`config.mk`:
```
export PLATFORM = sky130hd
export DESIGN_NAME = seg7_scan_driver
export DESIGN_NICKNAME = d
export VERILOG_FILES = /design/src/rtl/seg7_scan_driver.sv
export SDC_FILE = /design/constraint.sdc
export NUM_CORES = 1
export LEC_CHECK = 0
export ABC_AREA = 1
export CORE_MARGIN = 4
export CORE_UTILIZATION = 53
export CTS_BUF_LIST = sky130_fd_sc_hd__clkbuf_4 sky130_fd_sc_hd__clkbuf_8
export CTS_CLUSTER_SIZE = 16
export DETAILED_ROUTE_END_ITERATION = 10
export PLACE_DENSITY = 0.86
export SLEW_MARGIN = 10
export SYNTH_ARGS = -nofsm -noshare
export SYNTH_HDL_FRONTEND = slang
export SYNTH_SLANG_ARGS = --single-unit
```
`constraint.sdc`:
```
create_clock -name clk -period 2.7 [get_ports clk]
set_input_delay 0.54 -clock clk [delete_from_list [all_inputs] [get_ports clk]]
set_output_delay 0.54 -clock clk [all_outputs]
set_load 0.005 [all_outputs]
```
`src/rtl/seg7_scan_driver.sv`:
```
// seg7_scan_driver: time-multiplexed hex 7-segment scanner with blanking, dp,
// leading-zero suppression, frame-coherent update and anti-ghosting dead time.
module seg7_scan_driver #(
    parameter int DIGITS         = 4,
    parameter int CLK_DIV        = 50000,
    parameter int BLANK_CYC      = 2,
    parameter int SEG_ACTIVE_LOW = 1,
    parameter int DIG_ACTIVE_LOW = 1
) (
    input  logic                  clk,
    input  logic                  rst,
    input  logic [4*DIGITS-1:0]   data_in,
    input  logic [DIGITS-1:0]     dp_in,
    input  logic [DIGITS-1:0]     blank_in,
    input  logic                  lz_en,
    input  logic                  load,
    output logic [6:0]            seg_out,
    output logic                  dp_out,
    output logic [DIGITS-1:0]     dig_out,
    output logic                  frame_done
);
    localparam int CW = $clog2(CLK_DIV);
    localparam int IW = (DIGITS > 1) ? $clog2(DIGITS) : 1;
    localparam logic [6:0] SEG_OFF = (SEG_ACTIVE_LOW != 0) ? 7'h7F : 7'h00;
    localparam logic DP_OFF = (SEG_ACTIVE_LOW != 0);
    localparam logic [DIGITS-1:0] DIG_OFF = (DIG_ACTIVE_LOW != 0) ? '1 : '0;

    if (DIGITS < 1 || DIGITS > 8 || CLK_DIV < 2 || BLANK_CYC < 0 || BLANK_CYC >= CLK_DIV) begin : g_param_check
        $error("seg7_scan_driver: unsupported parameter combination");
    end

    function automatic logic [6:0] glyph(input logic [3:0] n);
        case (n)
            4'h0: return 7'b0111111;
            4'h1: return 7'b0000110;
            4'h2: return 7'b1011011;
            4'h3: return 7'b1001111;
            4'h4: return 7'b1100110;
            4'h5: return 7'b1101101;
            4'h6: return 7'b1111101;
            4'h7: return 7'b0000111;
            4'h8: return 7'b1111111;
            4'h9: return 7'b1101111;
            4'hA: return 7'b1110111;
            4'hB: return 7'b1111100;
            4'hC: return 7'b0111001;
            4'hD: return 7'b1011110;
            4'hE: return 7'b1111001;
            default: return 7'b1110001;
        endcase
    endfunction

    logic [CW-1:0]       r_cnt;
    logic [IW-1:0]       r_idx;
    logic [4*DIGITS-1:0] r_pdata, r_adata;
    logic [DIGITS-1:0]   r_pdp, r_adp, r_pblank, r_ablank;
    logic                r_plz, r_alz;
    logic [6:0]          r_seg;
    logic                r_dp;
    logic [DIGITS-1:0]   r_dig;
    logic                r_frame_done;

    logic                w_slot_end, w_wrap, w_sup, w_dp;
    logic [4*DIGITS-1:0] w_upper;
    logic [6:0]          w_seg;
    logic [DIGITS-1:0]   w_dig;

    assign w_slot_end = r_cnt == CW'(CLK_DIV - 1);
    assign w_wrap     = w_slot_end && r_idx == IW'(DIGITS - 1);
    // Shifting the current digit down to bit 0 makes "this and all higher nibbles zero" a single test.
    assign w_upper    = r_adata >> {r_idx, 2'b00};
    assign w_sup      = r_alz && r_idx != '0 && w_upper == '0;
    assign w_seg      = (r_ablank[r_idx] || w_sup) ? 7'h00 : glyph(w_upper[3:0]);
    assign w_dp       = !r_ablank[r_idx] && r_adp[r_idx];
    assign w_dig      = (r_cnt >= CW'(BLANK_CYC)) ? DIGITS'(1) << r_idx : '0;

    always_ff @(posedge clk or posedge rst) begin
        if (rst) begin
            r_cnt        <= '0;
            r_idx        <= '0;
            r_pdata      <= '0;
            r_pdp        <= '0;
            r_pblank     <= '0;
            r_plz        <= 1'b0;
            r_adata      <= '0;
            r_adp        <= '0;
            r_ablank     <= '0;
            r_alz        <= 1'b0;
            r_seg        <= SEG_OFF;
            r_dp         <= DP_OFF;
            r_dig        <= DIG_OFF;
            r_frame_done <= 1'b0;
        end else begin
            r_cnt <= w_slot_end ? '0 : r_cnt + 1'b1;
            if (w_slot_end)
                r_idx <= w_wrap ? '0 : r_idx + 1'b1;
            if (load)
                {r_pdata, r_pdp, r_pblank, r_plz} <= {data_in, dp_in, blank_in, lz_en};
            if (w_wrap)
                {r_adata, r_adp, r_ablank, r_alz} <= load ? {data_in, dp_in, blank_in, lz_en}
                                                          : {r_pdata, r_pdp, r_pblank, r_plz};
            r_seg        <= (SEG_ACTIVE_LOW != 0) ? ~w_seg : w_seg;
            r_dp         <= (SEG_ACTIVE_LOW != 0) ? ~w_dp : w_dp;
            r_dig        <= (DIG_ACTIVE_LOW != 0) ? ~w_dig : w_dig;
            r_frame_done <= w_wrap;
        end
    end

    assign seg_out    = r_seg;
    assign dp_out     = r_dp;
    assign dig_out    = r_dig;
    assign frame_done = r_frame_done;
endmodule

```
==> out/results.txt <==
Io pins - 41
Core area - 0.00729 mm²
Inst Count DP - 565
Biggest area consumer among synthesized cells - dfrtp_1
Final ANT Viol Nets - 0
Die area - 0.00897 mm²
Worst min-delay path class - in2async
Setup TNS - 0 ns
Ant. Diodes - 0
RSZ-0062 raised after global routing - no
Commonest non-fill, non-tap cells in the layout - nand2_1 (147), dfrtp_1 (69), clkdlybuf4s50_1 (40), nor2_1 (35), inv_1 (30)
Worst Clk Skew - 0.00881 ns
Design area - 0.00466 mm²
Kind of end point of the critical path - flop
# clock sinks - 81
Outcome - finished, final reports clean
Synthesized area per cell - 9.20 µm²
Setup violations, final - 0
F_max - 0.441 GHz
Site Rows - 31
Crit path arrival time - 2.56 ns
Root Buffer - clkbuf_8
Reg2Reg Depth - 11
DRT Wirelength - 7.50 mm
Net Count, Synth - 473
Syn. warnings - 0
Setup Buffers After CTS - 0
IR drop worst, VDD - 318 µV
R2R Setup Slk - 0.43 ns
Slew Viols, Final - 0
Max-cap violations - 0
Minimum clock period - 2.27 ns
Worst Path Required - 2.99 ns
Post-synthesis sequential area ratio - 51.3%
H-tree Lvls - 3
Via count - 2,909
Crit path largest cell delay - 0.62 ns
Worst Setup Path Type - reg2reg
DRC errors left - 0
Max-slew headroom - 69.8%
Net Sw Frac - 21.4%
Clock power share - 39.3%
Register share of total power - 55.1%
Vias in the first global route - 2,895
Max Root-Sink Buffers - 2
Fin worst setup slack - 0.432 ns
CTS tree - yes
Post-CTS Hold Fix Bufs - 0
Post-place setup slack - 0.479 ns
Placed wire-length estimate - 5.49 mm
First drt pass iteration count - 5
First-pass GRT wire length - 13.1 mm
Cell Count, Final, Fillers Out - 581
Final hold violations - 0
Most common cell after layout, fill and taps aside - nand2_1
Largest delay share family, worst path - simple AND/OR/NAND/NOR gates
Critical R2R Launch - r_idx[0]
Max stage delay cell, worst path - dfrtp_1
Unique cell type count in the Yosys netlist - 37
Share of layout cells above drive strength 1 - 18.7%
Clock-pin slew on the worst setup and hold paths - 0.08 ns
Placed inst area - 0.00445 mm²
CP cell instances - inv_4, nand2_1, a21oi_1, nor2_1, ha_1, inv_1, nor3b_1, nand3b_1, nor2_1, a21oi_4, nand2_1
Wirelength per Cell - 12.9 µm
Tcrit/Tclk final - 84.0%
Tot GR Track Use - 18.6%
Area grow syn2layout - 17.0%
CP Launch Type - flop
Final Net Count - 517
Psw - 0.000490 W
DR iter-0 viols - 126
Largest net degree at the start of global routing - 52
Combinational group share of total power - 5.6%
Yosys reg bits - 81
Total grt overflow - 0
Pwr Density - 490 mW/mm²
Die Y-Extent - 94.7 µm
Post_cts resized - 0
GP Congestion - 0.932
Share of the synthesized area in the top cell type - 43.3%
Dominant cells by area after synthesis - dfrtp_1 (43%), nand2_1 (14%), dfstp_2 (7.9%), mux2_2 (7.1%), ha_1 (3.8%)
CP max FO - 14
Die width - 94.7 µm
Worst-skew pair later-pin latency - 0.35 ns
Synthesized area - 0.00398 mm²
CP Buf/Inv Count - 2
Reg-to-reg endpoint - seg_out[2]
Pleak - 2.17 nW
P_int - 0.00180 W
Initial Util - 54.6%
Worst-margin pin slew - 0.453 ns
Initial antenna violation count - 0
CTS Buf Count - 9
Port Buffers - 40
Vias/cell - 5.01
Syn Inst Count - 433
Fillers - 643
-- cell families after synthesis --
logic type               synth area share (%)
AO/OA/AOI/OAI                            4.52
XOR/XNOR                                 1.54
adder cells (fa/ha/maj)                  3.77
buffers and inverters                    6.56
flip-flops                               51.3
multiplexers                             7.07
AND/OR/NAND/NOR                          25.3
-- power by group through the flow --
stage | logic, W | registers, W | clock network [W]
CTS | 0.000133 | 0.00126 | 0.000914
detailed placement | 0.000131 | 0.00128 | 0
floorplan | 0.0000722 | 0.00128 | 0
global placement | 0.000127 | 0.00128 | 0
global route | 0.000143 | 0.00126 | 0.000971
finish | 0.000129 | 0.00126 | 0.000898
-- state kept, by name, indices dropped and copies added (netlist names), 2 cells and up --
| register | count |
|---|---|
| r_pdp | 4 |
| r_pdata | 16 |
| r_pblank | 4 |
| r_adata | 16 |
| seg_out | 7 |
| r_adp | 4 |
| r_idx | 2 |
| dig_out | 4 |
| r_cnt | 16 |
| r_ablank | 4 |
-- Yosys cell counts (all sizes together) --
library cell and number:
a31oi 1, or2 1, dfstp 12, nand3b 1, nand3 20, a32oi 1, nor3b 1, nor4 3
nor2 40, xor2 7, nand4 4, o22ai 1, dfrtp 69, nand2 156, and2 1, nor3 2
ha 12, o21ai 16, a21oi 9, inv 38, mux2 25, buf 12, o211ai 1
-- per-layer routing --
metal | global-route usage (%) | vias to the layer above | wire (µm) | share of wire [%]
met5 | 0 | - | 0 | 0
met4 | 8.17 | 0 | 36 | 0.48
met3 | 2.63 | 2 | 412 | 5.5
met2 | 30.4 | 77 | 3610 | 48
met1 | 24.7 | 1369 | 3440 | 46
li1 | - | 1461 | - | -
-- worst max-delay path by stage --
stage	cells past startpoint	from	end	slack, ns
2_1_floorplan	1	rst	frame_done	0.1
3_3_place_gp	11	r_idx[0]	seg_out[1]	0.61
3_5_place_dp	11	r_idx[0]	seg_out[4]	0.48
4_1_cts	11	r_idx[0]	seg_out[4]	0.46
5_1_grt	11	r_idx[0]	seg_out[0]	0.19
6_report	11	r_idx[0]	seg_out[2]	0.43
-- per-stage QoR --
stage / power [W] / hold slack, ns / util (%)
after floorplan: 0.00135 / 0.434 / -
after global placement: 0.00141 / 0.455 / 61.1
after detailed placement: 0.00141 / 0.463 / 61.1
after CTS: 0.00231 / 0.456 / 63.9
after global routing: 0.00238 / 0.475 / 63.9
final: 0.00229 / 0.452 / 63.9
-- area by class of cell --
class	instances	area (µm²)	area share (%)
tap	99	124	2.66
timing repair buffer	45	463	9.94
sequential	81	2040	43.8
clock buffer	12	153	3.28
clock inverter	4	52.6	1.13
multi-input combinational	302	1680	36.1
inverter	38	145	3.11
Note: power is estimated with default switching activity, not from simulation.
